## src/rtl/if_fetch_stage_if.sv

```systemverilog
// if_fetch_stage_if: fetch-stage bus between the pipeline control, instruction memory and decode
//   slave  : the fetch stage (consumes control and imem data, produces imem address and IF/ID)
//   master : the surrounding pipeline (drives control and imem data, observes IF/ID)
interface if_fetch_stage_if;
  logic [31:0] start_pc;
  logic        stall;
  logic        redirect;
  logic [31:0] redirect_pc;
  logic [31:0] imem_addr;
  logic [31:0] imem_data;
  logic [31:0] ifid_instr;
  logic [31:0] ifid_pc_plus4;
  logic        ifid_valid;
  logic [31:0] fetch_count;
  logic        misalign_err;
  modport master (
    output start_pc, stall, redirect, redirect_pc, imem_data,
    input  imem_addr, ifid_instr, ifid_pc_plus4, ifid_valid, fetch_count, misalign_err
  );
  modport slave (
    input  start_pc, stall, redirect, redirect_pc, imem_data,
    output imem_addr, ifid_instr, ifid_pc_plus4, ifid_valid, fetch_count, misalign_err
  );
endinterface

```

## src/rtl/if_fetch_stage.sv

```systemverilog
// if_fetch_stage: MIPS instruction fetch with PC register and IF/ID pipeline register
//   clk, rst (async, active-high)
//   bus.start_pc / stall / redirect / redirect_pc / imem_data : inputs
//   bus.imem_addr (= PC), bus.ifid_instr / ifid_pc_plus4 / ifid_valid, bus.fetch_count,
//   bus.misalign_err (sticky) : outputs
module if_fetch_stage #(
  parameter logic [31:0] NOP_INSTR = 32'h0000_0000,
  parameter int          PC_STEP   = 4
) (
  input logic            clk,
  input logic            rst,
  if_fetch_stage_if.slave bus
);
  typedef enum logic {LOAD, RUN} state_t;
  state_t      state_q, state_d;
  logic [31:0] pc_q, pc_d, instr_q, instr_d, pc4_q, pc4_d, cnt_q, cnt_d, pc_next;
  logic        valid_q, valid_d, err_q, err_d;
  assign pc_next = pc_q + 32'(PC_STEP);
  always_ff @(posedge clk or posedge rst) begin
    if (rst) begin
      state_q <= LOAD;
      pc_q    <= '0;
      instr_q <= NOP_INSTR;
      pc4_q   <= '0;
      valid_q <= 1'b0;
      cnt_q   <= '0;
      err_q   <= 1'b0;
    end else begin
      state_q <= state_d;
      pc_q    <= pc_d;
      instr_q <= instr_d;
      pc4_q   <= pc4_d;
      valid_q <= valid_d;
      cnt_q   <= cnt_d;
      err_q   <= err_d;
    end
  end
  // Priority in RUN: redirect flushes even when stalled; imem data is sampled only on advance.
  always_comb begin
    state_d = RUN;
    pc_d    = pc_q;
    instr_d = instr_q;
    pc4_d   = pc4_q;
    valid_d = valid_q;
    cnt_d   = cnt_q;
    err_d   = err_q;
    if (state_q == LOAD) begin
      pc_d  = {bus.start_pc[31:2], 2'b00};
      err_d = err_q | (|bus.start_pc[1:0]);
    end else if (bus.redirect) begin
      pc_d    = {bus.redirect_pc[31:2], 2'b00};
      instr_d = NOP_INSTR;
      valid_d = 1'b0;
      err_d   = err_q | (|bus.redirect_pc[1:0]);
    end else if (!bus.stall) begin
      pc_d    = pc_next;
      instr_d = bus.imem_data;
      pc4_d   = pc_next;
      valid_d = 1'b1;
      cnt_d   = cnt_q + 32'd1;
    end
  end
  assign bus.imem_addr     = pc_q;
  assign bus.ifid_instr    = instr_q;
  assign bus.ifid_pc_plus4 = pc4_q;
  assign bus.ifid_valid    = valid_q;
  assign bus.fetch_count   = cnt_q;
  assign bus.misalign_err  = err_q;
endmodule

```

## src/flat_wrapper.sv

```systemverilog
// flat-port wrapper written by rule: the top's interface ports become plain ports
module if_fetch_stage_flat 
#(
  parameter logic [31:0] NOP_INSTR = 32'h0000_0000,
  parameter int          PC_STEP   = 4
)
  (clk, rst, bus_start_pc, bus_stall, bus_redirect, bus_redirect_pc, bus_imem_data, bus_imem_addr, bus_ifid_instr, bus_ifid_pc_plus4, bus_ifid_valid, bus_fetch_count, bus_misalign_err);
  if_fetch_stage_if bus_i ();
  input logic clk;
  input logic rst;
  input wire logic [$bits(bus_i.start_pc)-1:0] bus_start_pc;
  input wire logic [$bits(bus_i.stall)-1:0] bus_stall;
  input wire logic [$bits(bus_i.redirect)-1:0] bus_redirect;
  input wire logic [$bits(bus_i.redirect_pc)-1:0] bus_redirect_pc;
  input wire logic [$bits(bus_i.imem_data)-1:0] bus_imem_data;
  output wire logic [$bits(bus_i.imem_addr)-1:0] bus_imem_addr;
  output wire logic [$bits(bus_i.ifid_instr)-1:0] bus_ifid_instr;
  output wire logic [$bits(bus_i.ifid_pc_plus4)-1:0] bus_ifid_pc_plus4;
  output wire logic [$bits(bus_i.ifid_valid)-1:0] bus_ifid_valid;
  output wire logic [$bits(bus_i.fetch_count)-1:0] bus_fetch_count;
  output wire logic [$bits(bus_i.misalign_err)-1:0] bus_misalign_err;
  assign bus_i.start_pc = bus_start_pc;
  assign bus_i.stall = bus_stall;
  assign bus_i.redirect = bus_redirect;
  assign bus_i.redirect_pc = bus_redirect_pc;
  assign bus_i.imem_data = bus_imem_data;
  assign bus_imem_addr = bus_i.imem_addr;
  assign bus_ifid_instr = bus_i.ifid_instr;
  assign bus_ifid_pc_plus4 = bus_i.ifid_pc_plus4;
  assign bus_ifid_valid = bus_i.ifid_valid;
  assign bus_fetch_count = bus_i.fetch_count;
  assign bus_misalign_err = bus_i.misalign_err;
  if_fetch_stage #(.NOP_INSTR(NOP_INSTR), .PC_STEP(PC_STEP)) u_core (.clk(clk), .rst(rst), .bus(bus_i));
endmodule
```

## config.mk

```make
export PLATFORM = sky130hd
export DESIGN_NAME = if_fetch_stage_flat
export DESIGN_NICKNAME = d
export VERILOG_FILES = /design/src/rtl/if_fetch_stage_if.sv /design/src/rtl/if_fetch_stage.sv /design/src/flat_wrapper.sv
export SDC_FILE = /design/constraint.sdc
export NUM_CORES = 1
export LEC_CHECK = 0
export CAP_MARGIN = 40
export CELL_PAD_IN_SITES_DETAIL_PLACEMENT = 1
export CELL_PAD_IN_SITES_GLOBAL_PLACEMENT = 1
export CORE_ASPECT_RATIO = 1.4
export CORE_MARGIN = 10
export CORE_UTILIZATION = 30
export CTS_CLUSTER_SIZE = 10
export DETAILED_ROUTE_END_ITERATION = 6
export GPL_ROUTABILITY_DRIVEN = 0
export PLACE_DENSITY_LB_ADDON = 0.1
export SLEW_MARGIN = 20
export SYNTH_ARGS = -nofsm -noshare
export SYNTH_HDL_FRONTEND = slang
export SYNTH_SLANG_ARGS = --single-unit
```

## constraint.sdc

```tcl
create_clock -name clk -period 4.5 [get_ports clk]
set_clock_uncertainty 0.15 [all_clocks]
set_input_delay 0.9 -clock clk [delete_from_list [all_inputs] [get_ports clk]]
set_output_delay 0.9 -clock clk [all_outputs]
set_load 0.05 [all_outputs]
```

==> results.py, run 1 <==
metrics = {
    "synthesis": {
        "yosys-top-cells-area": "dfrtp_1 (50%), a21oi_1 (5.4%), xnor2_1 (5.1%)",
        "synthCells": 650,
        "ys_seq_elements": 127,
        "synth_warnings": 0,
        "synth_edf_count": 0,
        "synth_ff_type": "dfrtp_1",
        "ys_seq_area_share_pct": 50.14,
        "yosysTopAreaCell": "dfrtp_1",
        "synth.distinct_cells": 45,
        "synth_area_mm2": 0.006339,
        "syn-mean-instance-area_um2": 9.752,
        "async_flop_share_pct": 100.0,
        "yosys.area.top_type_share_pct": 50.14,
    },
    "clocking": {
        "insertion_delay_ps": 420,
        "cts_root_buffer": "clkbuf_16",
        "clk_path_buf_depth": 2,
        "postCtsResizedCells": 0,
        "clkSinkCount": 127,
        "cts_tree": "built",
        "htreeDepth": 4,
        "post-cts-setup-buffers": 0,
        "cts_buffers": 17,
        "holdBufCountCts": 0,
        "cts.clk_slew.worst_paths_ps": 60,
    },
    "power": {
        "p_sw_mw": 1.487,
        "pwr-share-clk_pct": 36.5,
        "leakagePower_nw": 3.950,
        "seqPwrFrac_pct": 33.5,
        "switching_share_pct": 34.85,
        "peakVddDrop_v": 0.0002554,
        "p_comb_share_pct": 30.0,
        "intPower_mw": 2.780,
        "power.density_mw_per_mm2": 447.8,
    },
    "sta": {
        "tns_ps": 0,
        "rsz0062_at_grt": "false",
        "setup_violations": 0,
        "drv_slew": 0,
        "timing.fmax_ghz": 0.3322,
        "final.min_clock_period_ps": 3010,
        "slew_headroom_pct": 42.40,
        "finalHoldViolations": 0,
        "post-route-period-util_pct": 66.89,
        "tightestPinTransition_ps": 857.6,
    },
    "layout": {
        "final_layout_size_suffix_gt1_share_pct": 7.886,
        "antenna_cells": 0,
        "nFillCells": 2300,
        "final_util_pct": 46.19,
        "final_nets": 964,
        "areaGrowthSynthToFinish_pct": 50.36,
    },
    "outcome": {
        "status": "finished, final reports clean",
    },
    "setup_path": {
        "start_kind": "input port",
        "rrSetupSlack_ps": 1890,
        "crit_start": "bus_stall",
        "slowest_stage": "buf_4",
        "crit_chain": "clkdlybuf4s50_1 -> nor3b_4 -> buf_4 -> o21ai_0 -> a21boi_0",
        "critical_path.max_stage_delay_ps": 640,
        "critical_path_class": "in -> reg",
        "reg2reg_from": "u_core.bus.imem_addr[13]",
        "crit_required_ps": 4620,
        "reg2regPathDepth": 5,
        "rr_endpoint": "u_core.bus.ifid_pc_plus4[26]",
        "worstPathArrival_ps": 3130,
        "crit_end": "u_core.bus.imem_addr[8]",
        "critPathMaxFanout": 72,
        "worst_setup_path_end_kind": "register",
    },
    "global_routing": {
        "grt_pass1_wl_um": 35380,
        "grt_overflow": 0,
        "first_global_vias": 6164,
        "grt_use_total_pct": 16.31,
        "antenna_found_initial": 0,
        "grt_max_degree": 73,
    },
    "die": {
        "fp.dieArea_mm2": 0.02743,
        "die_x_um": 142.9,
        "io-pin-count": 230,
        "placementRows": 62,
        "die_height_um": 192.0,
        "core_area_mm2": 0.02063,
        "start_util_pct": 30.72,
    },
    "min_path": {
        "min_path_type": "reg -> reg",
    },
    "job": {
        "maxCapViolCount": 0,
    },
    "route": {
        "via_count": 5753,
        "wl_per_cell_um": 19.82,
        "route.detailed.drc": 0,
        "vias_per_cell": 5.087,
        "ant_nets": 0,
        "drtPass1Iterations": 4,
        "wl_um": 22420,
        "first_iter_violations": 240,
    },
    "placement": {
        "io_buffers": 225,
        "dp_hpwl_um": 17580,
    },
}
logic make-up (layout without fill, tap and decap cells):
group | after synthesis | in the layout | share of synthesized area, %
flops | 127 | 127 | 50.14
mux | 5 | 5 | 0.8488
other cells | 2 | 5 | 0.1185
fa+ha+maj | 2 | 2 | 0.3947
compound gates | 174 | 174 | 18.30
buf+inv | 61 | 283 | 4.205
xor+xnor | 59 | 59 | 8.152
simple gates | 220 | 220 | 17.84
cells in the mapped netlist (all sizes together), types with 15 or more instances:
cell type and n:
xor2 22, xnor2 37, nor2 73, o21ai 16
buf 25, nand4 25, nand3 22, dfrtp 127
nand2 51, clkbuf 23, a21oi 68, a31oi 15
a22o 32
state kept, by name, indices dropped and copies added, names as in the netlist:
signal                    count
u_core.bus.imem_addr         30
u_core.bus.ifid_instr        32
u_core.bus.fetch_count       32
u_core.state_q                1
u_core.bus.misalign_err       1
u_core.bus.ifid_pc_plus4     30
u_core.bus.ifid_valid         1
worst max-delay path, delay by kind of cell:
kind	cells	cell delay, ps
buf+inv	2	1270
compound gates	2	490
simple gates	1	450
area by class of cell:
| cell class | count | area, um2 | share of cell area (%) |
|---|---|---|---|
| Tap cell | 256 | 320.3 | 3.361 |
| Clock buffer | 20 | 466.7 | 4.897 |
| Inverter | 13 | 51.30 | 0.5383 |
| Multi-Input combinational cell | 465 | 2905 | 30.48 |
| Sequential cell | 127 | 3179 | 33.36 |
| Timing Repair Buffer | 238 | 2402 | 25.21 |
| Clock inverter | 12 | 205.2 | 2.153 |
power by group through the flow:
stage	combinational, mW	clock, mW	sequential [mW]
after global placement	1.27	0	1.44
after floorplan	0.315	0	1.90
after CTS	1.30	1.60	1.43
final	1.28	1.56	1.43
after global routing	1.35	1.64	1.46
after detailed placement	1.29	0	1.45
per-layer routing:
| layer | part of all wire (%) | vias to the layer above | track usage [%] |
|---|---|---|---|
| met5 | 0 | - | 0 |
| met4 | 1.2 | 0 | 4.336 |
| met3 | 5.6 | 17 | 4.894 |
| met2 | 50 | 190 | 27.97 |
| met1 | 43 | 2802 | 19.38 |
| li1 | - | 2744 | - |
cells in the final DEF (no fill, tap or decap), drive strengths merged, types with 3 or more instances in the layout:
cell,instances
nand2b,4
a31o,9
clkdlybuf4s50,225
buf,13
a31oi,15
and3,11
mux2,3
and2,5
nand2,51
nand4,25
a22o,32
inv,15
xor2,22
nor3,7
o21a,5
o22a,8
bufinv,5
nor2b,6
nor2,73
nand3,22
a2bb2oi,11
xnor2,37
a21oi,68
clkinv,3
o21ai,16
clkbuf,20
and4,10
conb,5
dfrtp,127
how the worst min path moves through the flow:
stage	from	end	slack (ps)	cells past startpoint
5_1_grt	u_core.bus.fetch_count[31]	u_core.bus.fetch_count[31]	340	1
6_report	u_core.bus.fetch_count[31]	u_core.bus.fetch_count[31]	330	1
4_1_cts	u_core.bus.fetch_count[31]	u_core.bus.fetch_count[31]	330	1
2_1_floorplan	u_core.bus.fetch_count[31]	u_core.bus.fetch_count[31]	630	1
3_5_place_dp	u_core.bus.fetch_count[31]	u_core.bus.fetch_count[31]	320	1
3_3_place_gp	u_core.bus.misalign_err	u_core.bus.misalign_err	310	1
metrics by stage:
step / instance area, um2 / power (mW) / worst slack [ps] / hold WS, ps / cells
2_1_floorplan: 6350 / 2.213 / 65.71 / 629.2 / 653
3_3_place_gp: 8803 / 2.714 / 1195 / 305.7 / 1097
3_5_place_dp: 8859 / 2.746 / 1048 / 320.7 / 1099
4_1_cts: 9530 / 4.333 / 1509 / 329.3 / 1131
5_1_grt: 9530 / 4.454 / 1368 / 336.8 / 1131
6_report: 9530 / 4.268 / 1490 / 328.4 / 1131
Note: power is estimated with default switching activity, not from simulation.
==> inputs of run 2 (changes only) <==
- CORE_UTILIZATION: 30 -> 33
- clock period: 4.5 -> 3.05 ns (I/O delays scaled with it)
==> run 2 against run 1 <==
- first-iteration DRC count rose by 32%
- worst hold slack improved by 5.1 ps
- design area fell by 0.59%
- die area is 8.0% lower
- via count up 0.90%
- sequential share of layout area rose by 0.20 points
- critical endpoint is now bus_imem_addr[23]
==> results.py, run 2 (same netlist as run 1, synthesis figures left out) <==
metrics = {
    "global_routing": {
        "busiest_layer": "met2",
        "grt_pass1_wl_um": 35760,
        "first_global_vias": 6236,
        "use_met3_pct": 5.142,
        "grt_max_degree": 94,
        "grt_use_total_pct": 17.88,
        "antenna_found_initial": 0,
        "grt_overflow": 0,
        "use_met1_pct": 21.27,
        "use_met2_pct": 30.64,
    },
    "clocking": {
        "insertion_delay_ps": 420,
        "post-cts-setup-buffers": 0,
        "clk_path_buf_depth": 2,
        "cts.clk_slew.worst_paths_ps": 60,
        "htreeDepth": 4,
        "clkSinkCount": 127,
        "cts_tree": "built",
        "cts_root_buffer": "clkbuf_16",
        "postCtsResizedCells": 0,
        "cts_buffers": 17,
        "holdBufCountCts": 0,
    },
    "setup_path": {
        "critical_path.max_stage_delay_ps": 890,
        "crit_family": "buffers and inverters",
        "crit_chain": "clkdlybuf4s50_1",
        "path_buf_inv": 1,
        "slowest_stage": "clkdlybuf4s50_1",
        "worst_setup_path_end_kind": "output port",
        "start_kind": "register",
        "crit_required_ps": 2290,
        "worstPathArrival_ps": 1900,
        "critical_path_class": "reg -> out",
        "critPathMaxFanout": 12,
    },
    "sta": {
        "final.min_clock_period_ps": 2657,
        "whs_ps": 333.5,
        "post-route-period-util_pct": 87.11,
        "tns_ps": 0,
        "setup_violations": 0,
        "slew_headroom_pct": 58.94,
        "tightestPinTransition_ps": 615.9,
        "timing.fmax_ghz": 0.3764,
        "finalHoldViolations": 0,
        "rsz0062_at_grt": "false",
        "drv_slew": 0,
    },
    "route": {
        "drtPass1Iterations": 4,
        "wl_um": 22900,
        "ant_nets": 0,
        "first_iter_violations": 316,
        "wl_per_cell_um": 20.30,
        "route.detailed.drc": 0,
        "vias_per_cell": 5.146,
        "via_count": 5805,
    },
    "layout": {
        "multi_input_comb_area_mm2": 0.002905,
        "nFillCells": 2100,
        "final_layout_size_suffix_gt1_share_pct": 8.267,
        "mostFrequentLayoutCells": "clkdlybuf4s50_1 (225), dfrtp_1 (126), nor2_1 (73)",
        "ff_latch_area_mm2": 0.003179,
        "final_common_cell": "clkdlybuf4s50_1",
        "final_nets": 972,
        "areaGrowthSynthToFinish_pct": 49.47,
    },
    "job": {
        "maxCapViolCount": 0,
    },
    "power": {
        "peakVddDrop_v": 0.0003246,
        "leakagePower_nw": 3.931,
        "power.density_mw_per_mm2": 636.9,
    },
    "die": {
        "io-pin-count": 230,
        "start_util_pct": 33.80,
        "core_area_mm2": 0.01875,
        "die_x_um": 137.1,
        "die_height_um": 184.0,
        "fp.dieArea_mm2": 0.02523,
        "placementRows": 59,
    },
    "min_path": {
        "min_path_type": "reg -> reg",
    },
    "placement": {
        "io_buffers": 225,
        "dp_hpwl_um": 17560,
    },
    "outcome": {
        "status": "finished, final reports clean",
    },
}
==> run 2: cell types whose count changed in the layout (fill, tap and decap cells not counted) <==
cell / delta
bufinv_16: -2
buf_12: +2
diode_2: +1
clkinv_4: -1
inv_6: -2
buf_4: +8
buf_16: -2
clkbuf_1: +4
clkinvlp_4: +2
clkbuf_8: -3
clkinv_2: +3
inv_4: -1
==> run 2: metrics by stage <==
stage	area [um2]	total power, mW	cells	worst slack (ps)	utilization, %
floorplan	6354	3.265	653	700.8	-
global placement	8890	4.008	1095	260.9	47.41
detailed placement	8890	4.049	1095	175.6	47.41
CTS	9472	6.100	1127	359.0	50.51
global route	9472	6.303	1127	288.1	50.51
finish	9474	6.034	1128	393.2	50.53
==> run 2: report_power, final <==
group,total (mW),switching [mW],internal [mW]
Sequential,2.11,0.217,1.89
Combinational,1.89,1.20,0.693
Clock,2.03,0.755,1.28
==> run 2: per-layer routing <==
layer  vias to the layer above  routed length [um]
met4                         0                 258
met1                      2851                9444
met3                        17                1531
met5                         -                   0
li1                       2758                   -
met2                       179               11660
==> run 2: layout make-up <==
class,instances,share of cell area (%)
Clock buffer,21,4.649
Antenna cell,1,0.02641
Multi-Input combinational cell,465,30.67
Timing Repair Buffer,246,25.83
Tap cell,244,3.222
Inverter,13,0.5547
Clock inverter,11,1.492
Sequential cell,127,33.56
==> run 2: final timing paths <==
| path | slack (ps) | cells past startpoint | start | end |
|---|---|---|---|---|
| worst max-delay path | 390 | 1 | u_core.bus.imem_addr[23] | bus_imem_addr[23] |
| worst min-delay path | 330 | 1 | u_core.bus.misalign_err | u_core.bus.misalign_err |
| worst max register to register | 720 | 7 | u_core.bus.imem_addr[2] | u_core.bus.ifid_pc_plus4[26] |
| worst min register to register | 330 | 1 | u_core.bus.misalign_err | u_core.bus.misalign_err |
| max in group asynchronous | 1650 | 3 | rst | u_core.bus.ifid_pc_plus4[6] |
| min in group asynchronous | 450 | 2 | rst | u_core.bus.fetch_count[11] |
